--- src/rtl/barrel_shifter_32.sv ---
// Registered 32-bit barrel shifter: logical left, logical right and arithmetic right by 0..31.
// A single right-shift log network serves all three ops; left shifts are mirrored around it.
module barrel_shifter_32 #(
  parameter int WIDTH   = 32,
  parameter int SHAMT_W = $clog2(WIDTH)
) (
  input  logic               clk,
  input  logic               rst_n,
  input  logic               in_valid,
  input  logic [WIDTH-1:0]   in,
  input  logic [SHAMT_W-1:0] shift_amt,
  input  logic               lsl,
  input  logic               lsr,
  input  logic               asr,
  output logic [WIDTH-1:0]   out,
  output logic               out_valid
);

  function automatic logic [WIDTH-1:0] bit_rev(input logic [WIDTH-1:0] v);
    logic [WIDTH-1:0] r;
    for (int i = 0; i < WIDTH; i++) r[i] = v[WIDTH-1-i];
    return r;
  endfunction

  // Select priority lsl > lsr > asr; with nothing selected the amount is forced to
  // zero so the network passes the operand straight through.
  logic             any_sel;
  logic             left_sel;
  logic             asr_sel;
  logic             fill;
  logic [SHAMT_W-1:0] eff_amt;

  assign any_sel  = lsl | lsr | asr;
  assign left_sel = lsl;
  assign asr_sel  = ~lsl & ~lsr & asr;
  assign fill     = asr_sel & in[WIDTH-1];
  assign eff_amt  = any_sel ? shift_amt : '0;

  logic [WIDTH-1:0] stage [0:SHAMT_W];
  logic [WIDTH-1:0] result;

  assign stage[0] = left_sel ? bit_rev(in) : in;

  for (genvar k = 0; k < SHAMT_W; k++) begin : g_stage
    localparam int STEP = 1 << k;
    assign stage[k+1] = eff_amt[k]
                      ? {{STEP{fill}}, stage[k][WIDTH-1:STEP]}
                      : stage[k];
  end

  assign result = left_sel ? bit_rev(stage[SHAMT_W]) : stage[SHAMT_W];

  // NOTE: sequential state uses non-blocking assignments so every flop samples
  // pre-edge values; out keeps its value (clock enable) when in_valid is low.
  always_ff @(posedge clk) begin
    if (!rst_n) begin
      out       <= '0;
      out_valid <= 1'b0;
    end else begin
      out_valid <= in_valid;
      if (in_valid) out <= result;
    end
  end

endmodule

--- config.mk ---
export PLATFORM = sky130hd
export DESIGN_NAME = barrel_shifter_32
export DESIGN_NICKNAME = d
export VERILOG_FILES = /design/src/rtl/barrel_shifter_32.sv
export SDC_FILE = /design/constraint.sdc
export NUM_CORES = 1
export LEC_CHECK = 0
export ABC_AREA = 1
export BUFFER_PORTS_ARGS = -buffer_cell sky130_fd_sc_hd__buf_4
export CAP_MARGIN = 10
export CORE_ASPECT_RATIO = 1.5
export CORE_MARGIN = 8
export CORE_UTILIZATION = 41
export CTS_CLUSTER_SIZE = 30
export DETAILED_ROUTE_END_ITERATION = 12
export HOLD_SLACK_MARGIN = 0.06
export SYNTH_ARGS = -nofsm -noshare
export SYNTH_HDL_FRONTEND = slang
export SYNTH_SLANG_ARGS = --single-unit
--- constraint.sdc ---
create_clock -name clk -period 1.5 [get_ports clk]
set_input_delay 0 -clock clk [delete_from_list [all_inputs] [get_ports clk]]
set_output_delay 0 -clock clk [all_outputs]
set_load 0.1 [all_outputs]
; ---- Word-level counts from Yosys, hierarchy flattened
; Cells that the tools add are included.
; W data, S select, Z words.
[totals]
register_bits = 33
inputBits = 43
[classes]
mux = 8
n_bitwise = 7
[op_table]
columns = operator, count
row1 = $mux W32, 7
row2 = $mux W5, 1
row3 = $and A1 B1 Y1, 3
row4 = $not A1 Y1, 2
row5 = $or A1 B1 Y1, 2

; ---- Logic depth before layout (Yosys ltp)
; Gate-level depths: netlist of run 1.
[logic_depth]
ltp_word = 10
depth_mapped = 16

; ---- Worst setup path after synthesis of run 1
; OpenSTA, ideal clock, no wires.
[synth_timing]
path_kind = in2reg
start = input port lsl
end = register out[22]
setup_ns = 0.132
t_arrival_ns = 1.205
setup_slack_ns = 0.163
cell_stages = 14
n_path_buf = 2
path_cell_list = nor2_2 > nand2_1 > buf_6 > nand2_4 > buf_2 > nand2_1 > nand3_1 > nand3_1 > nand2_1 > nand2_1 > nand3_1 > nand3_1 > nand3_1 > a21oi_1
[synth_between]
elab_chain_cells = 10
elab_cells_between_ends = 14
classes_between = mux: 8 / bitwise: 6
[synth_lines]
columns = element, line_no
row1 = from (decl), 12  ; input logic lsl,
row2 = $not A1 Y1, 35  ; assign asr_sel = ~lsl & ~lsr & asr;
row3 = $and A1 B1 Y1 (2 in a row), 35
row4 = $and A1 B1 Y1, 36  ; assign fill = asr_sel & in[WIDTH-1];
row5 = $mux W32 (5 in a row), 47  ; ? {{STEP{fill}}, stage[k][WIDTH-1:STEP]}
row6 = $mux W32 *, 51  ; assign result = left_sel ? bit_rev(stage[SHAMT_W]) : stage[SHAMT_W];
row7 = to (signal assigned), 61  ; if (in_valid) out <= result;
row8 = to (decl), 15  ; output logic [WIDTH-1:0] out,
; Every way passes the cells marked *; elsewhere a longest branch is shown, timed or not.
; A chain may end at the register's enable or synchronous reset.

; ---- Final worst setup path of run 1
[layout_timing]
start = input port lsl
end = register out[4]
; Same word-level chain as after synthesis.

==> implementation parameters, run 1 <==
Parameter                              Value

Timing
  Setup violations, final ... 0
  Period utilization ... 94.5%
  Max Clock Skew ... 0 ns
  Crit path time final ... 1.42 ns
  Total Negative Setup Slacks ... 0 ns
  Fmax ... 705 MHz
  Slew HR ... 62.8%
  Number of endpoints with negative hold slack in the final report ... 0
  Unrepaired setup endpoints after global routing ... true
  Final Slew Violations ... 0
  Transition time at the pin with the least slew margin ... 0.557 ns

Power
  Power density of the placed cells ... 794 nW/um2
  LEAKAGE ... 2.75 nW
  Design Power ... 4.21 mW
  Peak VDD IR ... 0.921 mV

Clocking
  Clock sink total ... 33
  Register clock-pin slew on the reported worst setup and hold paths ... 0.05 ns
  CTS tree ... yes
  Source-to-sink clock delay at the later pin of the worst-skew pair ... 0.28 ns
  TritonCTS Buffers ... 5
  H-tree levels ... 2
  Buffer cell driving the clock tree root ... sky130_fd_sc_hd__clkbuf_16
  Max Buffers Root-to-Sink ... 2

Worst setup path
  Number of gates on the worst path with buffers counted ... 16
  Max stage delay cell, worst path ... sky130_fd_sc_hd__buf_4
  Worst flop-to-flop path endpoint ... out[5]
  Data required time of the worst path ... 1.72 ns
  Maximum fanout along the worst path ... 8
  Largest incremental delay on the critical path ... 0.15 ns
  Data arrival at the endpoint of the critical path ... 1.64 ns
  Bufs and invs on worst path ... 4
  Setup Crit Path Kind ... input pin to register
  Start point of the critical path ... lsl
  Worst path top cell family by delay ... simple AND/OR/NAND/NOR gates
  Crit-path cells ... buf_4 > nor2_4 > nand2_4 > nand2_8 > buf_4 > buf_4 > buf_4 > nand2_2 > nand3_2 > nand3_1 > nand3_1 > nand2_1 > nand2_1 > nand3_1 > nand3_2 > a21oi_2
  Reg2reg setup slack ... 0.85 ns
  Cell with the most instances on the worst path ... sky130_fd_sc_hd__buf_4
  Launching element type of the critical path ... input pin
  Nature of the critical path endpoint ... register
  Path depth of the worst reg2reg path ... 2
  Worst setup path end ... out[4]
  Launch point of the worst reg-to-reg path ... out[5]

Floorplanning
  Area of the die ... 12,800 um2
  Top-level port count ... 76
  Vertical die dimension ... 134 um
  Effective utilization at floorplan ... 41.7%
  Die width ... 95.0 um
  Core Box Area ... 9200 um2
  Cell row count ... 43

Final layout
  Filler cell count ... 960
  Fraction of layout cells with a size suffix above 1 ... 24.7%
  Post-route non-filler standard cell count ... 930
  Area added between synthesis and finish ... 38.2%
  Antenna diodes ... 0
  Final nets ... 860

Global route
  Global-route wire length before repair ... 24.2 mm
  Antenna violations before repair ... 0
  Number of global-route vias before repair ... 4,969
  Pin count of the biggest net entering global routing ... 35
  Overall Global Routing Usage ... 23.7%
  Sum of overflow across all layers after global routing ... 0

Drt
  DRC viols ... 0
  Vias per inst ... 5.78
  Total number of vias ... 5,378
  Highest metal layer with signal wires ... met4
  Average detailed-routed wire length per instance ... 16.9 um
  Met1 Wirelength ... 6.01 mm
  Detailed Route Iter0 Violations ... 400
  Routed length on met3 ... 779 um
  Antenna Nets Post-Route ... 0
  Routed wl met2 ... 7.62 mm
  Total Routed Length ... 15.7 mm
  Drt first pass iters ... 5

Place
  Number of cells after detailed placement ... 915
  Buffers added on ports ... 75
  HPWL after detailed placement ... 11.8 mm
  Final weighted congestion in routability-driven placement ... 0.988

Synth
  Distinct cell type count of the synthesized netlist ... 17
  Number of synthesized register bits ... 33
  Yosys warning count ... 0
  Sequential fraction of the synthesis area ... 17.2%
  Area of the mapped netlist ... 3840 um2
  Post-synthesis cell count ... 743
  Mapped Nets ... 786
  Average cell area after synthesis ... 5.16 um2

Worst hold path
  Class of the most critical hold timing path ... input pin to register

Run
  Max-Cap Viols ... 0

Outcome
  Run status ... finished clean
[registers in the layout, indices dropped and copies added, names as in the netlist]
signal and count:
out_valid 1, out 32
[worst min-delay path, delay by kind of cell]
kind	cells	cell delay, ns
buffers and inverters	2	0.26
AND/OR/NAND/NOR	1	0.10
[metrics by stage]
step           hold slack, ns  utilization [%]  setup slack [ns]  cell area (um2)
6_report                0.131             57.6            0.0825             5300
5_1_grt                 0.148             57.6           -0.0414             5300
4_1_cts                 0.119             53.7           0.00400             4940
3_5_place_dp            0.210             51.5            -0.502             4740
3_3_place_gp            0.201             51.5            -0.427             4740
2_1_floorplan          0.0976                -             0.163             3840
[placed cells by master (no fill, tap or decap), drive strengths merged]
| master | count |
|---|---|
| nor2 | 1 |
| buf | 123 |
| clkbuf | 7 |
| a21oi | 33 |
| o21ai | 10 |
| dfxtp | 33 |
| dlygate4sd3 | 1 |
| nand2 | 260 |
| clkinv | 2 |
| inv | 42 |
| nand4 | 3 |
| nand3 | 302 |
| clkinvlp | 1 |
[power breakdown]
| part | internal [mW] | switching (mW) |
|---|---|---|
| sequential | 0.943 | 0.0344 |
| clock | 0.608 | 0.388 |
| combinational | 0.717 | 1.52 |
| total | 2.27 | 1.94 |
[synth_stat cells (all sizes together)]
master	number	area share, %
nand4	3	0.49
buf	41	5.5
nand2	260	26
o21ai	10	1.3
clkbuf	18	1.8
inv	42	4.1
nand3	302	39
dfxtp	33	17
a21oi	33	4.3
nor2	1	0.16
[layer usage]
metal | vias up | GRT usage (%)
met1 | 2473 | 26.2
met5 | - | 0
met4 | 0 | 19.5
met3 | 60 | 3.56
met2 | 204 | 38.8
li1 | 2641 | -
[worst min path at each step]
stage	startpoint	endpoint	slack, ns	depth (start not counted)
after floorplan	rst_n	out_valid	0.1	2
after global placement	rst_n	out_valid	0.20	3
after detailed placement	rst_n	out_valid	0.21	3
after CTS	in_valid	out_valid	0.12	3
after global routing	in_valid	out_valid	0.15	3
final	in_valid	out_valid	0.13	3
[timing repair]
action | in CTS | in global routing
endpoints found under the setup margin | 31 | 32
resized for setup | 11 | 73
buffers inserted | 4 | 0
endpoints found under the hold margin | 1 | 0
hold buffers | 1 | 0
gates cloned | 0 | 2
pin swaps | 3 | 14
[kinds of logic after synthesis]
group	count (synthesis)	share of synthesized area, %
AOI/OAI and AO/OA	43	5.61
buffers and inverters	101	11.4
DFF	33	17.2
and+or+nand+nor	566	65.8
[final cells by class]
cell class              instances  area, um2  area share, %
multi-input cells             609       3040           57.4
flip-flops and latches         33        661           12.5
well taps                     112        140           2.64
clock inverters                 3       17.5          0.331
inverters                      42        160           3.02
repair buffers                126       1150           21.7
clock buffers                   5        125           2.36
No activity file was read; power rests on OpenSTA's default activity.
==> run 2: changes to the inputs <==
- ABC_AREA: 1 -> not set
==> implementation parameters, run 2 <==
Parameter                              Value

Synth
  Area contributors post-synth ... sky130_fd_sc_hd__dfxtp_1 15%, sky130_fd_sc_hd__mux2i_1 10%, sky130_fd_sc_hd__nand2_1 6.0%
  Post-synthesis cell count ... 616
  Top cells by instance count after synthesis ... 73 x sky130_fd_sc_hd__nand2_1, 71 x sky130_fd_sc_hd__nor2_1, 47 x sky130_fd_sc_hd__mux2i_1
  Portion of synthesized cell area occupied by the leading cell type ... 14.6%
  Average cell area after synthesis ... 7.37 um2
  Sequential fraction of the synthesis area ... 14.6%
  Distinct cell type count of the synthesized netlist ... 77
  Area of the mapped netlist ... 4540 um2
  Number of synthesized flops with an enable pin ... 0
  Yosys warning count ... 0
  Number of synthesized register bits ... 33
  Library cell with the highest instance count after synthesis ... sky130_fd_sc_hd__nand2_1
  Share of async-settable or async-resettable flops after synthesis ... 0%
  Mapped Nets ... 659
  Cell accounting for the most synthesized area ... sky130_fd_sc_hd__dfxtp_1
  Top flip-flop cell by instance count after synthesis ... sky130_fd_sc_hd__dfxtp_1

Drt
  Routed wl met2 ... 12.4 mm
  Antenna Nets Post-Route ... 0
  DRC viols ... 0
  Met1 Wirelength ... 8.19 mm
  Average detailed-routed wire length per instance ... 23.4 um
  Highest metal layer with signal wires ... met4
  Total number of vias ... 6,553
  Total Routed Length ... 24.6 mm
  Detailed Route Iter0 Violations ... 396
  Routed length on met3 ... 1.57 mm
  Drt first pass iters ... 5
  Vias per inst ... 6.24

Clocking
  Buffer cell driving the clock tree root ... sky130_fd_sc_hd__clkbuf_16
  Source-to-sink clock delay at the later pin of the worst-skew pair ... 0.29 ns
  Clock sink total ... 33
  Register clock-pin slew on the reported worst setup and hold paths ... 0.05 ns
  TritonCTS Buffers ... 5
  CTS tree ... yes
  H-tree levels ... 2
  Max Buffers Root-to-Sink ... 2

Worst setup path
  Reg2reg setup slack ... 0.57 ns
  Launch point of the worst reg-to-reg path ... out[29]
  Crit-path cells ... buf_12 > buf_6 > o21ai_4 > buf_6 > mux2i_4 > mux2_1 > a21oi_1 > mux2_4 > a22o_1 > or3_1 > a32o_1
  Maximum fanout along the worst path ... 6
  Data arrival at the endpoint of the critical path ... 2.18 ns
  Bufs and invs on worst path ... 3
  Start point of the critical path ... asr
  Launching element type of the critical path ... input pin
  Worst path top cell family by delay ... compound AO/OA/AOI/OAI gates
  Nature of the critical path endpoint ... register
  Largest incremental delay on the critical path ... 0.32 ns
  Max stage delay cell, worst path ... sky130_fd_sc_hd__or3_1
  Cell with the most instances on the worst path ... sky130_fd_sc_hd__buf_6
  Data required time of the worst path ... 1.68 ns
  Setup Crit Path Kind ... input pin to register

Global route
  Overall Global Routing Usage ... 31.7%
  Number of global-route vias before repair ... 6,565
  Antenna violations before repair ... 0
  Global-route wire length before repair ... 35.6 mm
  Sum of overflow across all layers after global routing ... 0
  Pin count of the biggest net entering global routing ... 20

Worst hold path
  Class of the most critical hold timing path ... input pin to register
  Start point of the worst min-delay path ... in_valid

Timing
  Fmax ... 500 MHz
  Setup slack of the critical path after layout ... -0.500 ns
  Crit path time final ... 2.00 ns
  Setup violations, final ... 32
  Final Slew Violations ... 0
  Slew HR ... 48.8%
  Transition time at the pin with the least slew margin ... 0.760 ns
  Unrepaired setup endpoints after global routing ... true
  Number of endpoints with negative hold slack in the final report ... 0
  Period utilization ... 133%
  Max Clock Skew ... 0 ns

Final layout
  Fraction of layout cells with a size suffix above 1 ... 53.8%
  Register name with the most flops ... out
  Antenna diodes ... 0
  Registers with the most flip-flops ... out: 32 flops, out_valid: 1 flops
  Top library cells by usage in the layout, fill and taps aside ... 279 x sky130_fd_sc_hd__buf_4, 65 x sky130_fd_sc_hd__nand2_1, 59 x sky130_fd_sc_hd__nor2_1
  Number of flip-flops in the largest register ... 32
  Most common library cell in the layout ignoring fill and taps ... sky130_fd_sc_hd__buf_4
  Area of all placed cells without fillers ... 8270 um2
  Area added between synthesis and finish ... 82.2%
  Final nets ... 946

Floorplanning
  Top-level port count ... 76
  Die width ... 102 um
  Effective utilization at floorplan ... 41.5%
  Cell row count ... 47
  Vertical die dimension ... 145 um
  Area of the die ... 14,800 um2
  Core Box Area ... 10,900 um2

Place
  Buffers added on ports ... 75
  Post-DP Area ... 6800 um2
  HPWL after detailed placement ... 18.4 mm
  Final weighted congestion in routability-driven placement ... 1.02

Power
  LEAKAGE ... 3.63 nW
  Design Power ... 5.85 mW
  Power density of the placed cells ... 707 nW/um2
  Peak VDD IR ... 0.448 mV

Outcome
  Violated checks ... setup timing
  Run status ... complete, but fails checks

Run
  Max-Cap Viols ... 0
[run 2: cell types whose count changed in the layout (fill, tap and decap cells not counted), moves of 27 or more]
cell	change
sky130_fd_sc_hd__buf_4	+171
sky130_fd_sc_hd__nand2_1	-176
sky130_fd_sc_hd__nor2_1	+59
sky130_fd_sc_hd__nand3_2	-36
sky130_fd_sc_hd__mux2i_1	+27
sky130_fd_sc_hd__nand3_1	-255
[run 2: layout make-up]
class                      count  area (um2)
timing repair buffer         333        2970
multi-input combinational    515        4220
sequential                    33         661
inverter                      15        60.1
fill                         813        2670
clock inverter                 2        37.5
tap                          147         184
clock buffer                   6         139
[run 2: logic make-up (layout without fill, tap and decap cells)]
| logic type | count (synthesis) | in the layout | synth area share, % |
|---|---|---|---|
| AO/OA/AOI/OAI | 235 | 236 | 37.2 |
| flip-flops | 33 | 33 | 14.6 |
| AND/OR/NAND/NOR | 207 | 207 | 20.6 |
| multiplexers | 72 | 72 | 19.3 |
| buffers and inverters | 69 | 356 | 8.21 |
[run 2: metal layers]
| layer | vias to the layer above | global-route usage (%) |
|---|---|---|
| li1 | 2920 | - |
| met1 | 3098 | 30.5 |
| met2 | 395 | 57.2 |
| met3 | 140 | 3.93 |
| met4 | 0 | 29.0 |
| met5 | - | 0 |
[run 2: timing repair]
item | CTS | global route
hold buffers | 0 | 0
setup buffers | 22 | 20
pin swaps | 41 | 67
setup endpoints to repair | 32 | 32
cloned | 4 | 3
gates resized for setup | 114 | 87
[run 2: final timing paths]
kind,end,cells past startpoint
worst min register to register,out[18],2
worst min-delay path,out[13],3
worst max-delay path,out[23],11
worst max register to register,out[29],3
[run 2: stage by stage]
| step | setup WS, ns | hold WS [ns] | std cells | TNS, ns | utilization (%) |
|---|---|---|---|---|---|
| after global routing | -0.565 | 0.186 | 1051 | -13.80 | 75.6 |
| final | -0.500 | 0.166 | 1051 | -11.25 | 75.6 |
| after detailed placement | -0.975 | 0.454 | 1000 | -25.24 | 62.1 |
| after CTS | -0.473 | 0.165 | 1031 | -9.98 | 70.3 |
| after floorplan | -0.502 | 0.276 | 616 | -10.35 | - |
| after global placement | -1.03 | 0.446 | 1000 | -24.86 | 62.1 |
[run 2: power by group]
group	internal (mW)	leakage, nW	switching (mW)	total (mW)
registers	0.954	0.272	0.0449	0.999
logic	1.58	3.28	2.06	3.64
clock network	0.828	0.0831	0.382	1.21
[run 2: tightest hold or removal path, stage by stage]
cell	delay [ns]
sky130_fd_sc_hd__buf_4	0.15
sky130_fd_sc_hd__buf_4	0.18
sky130_fd_sc_hd__a21oi_1	0.07
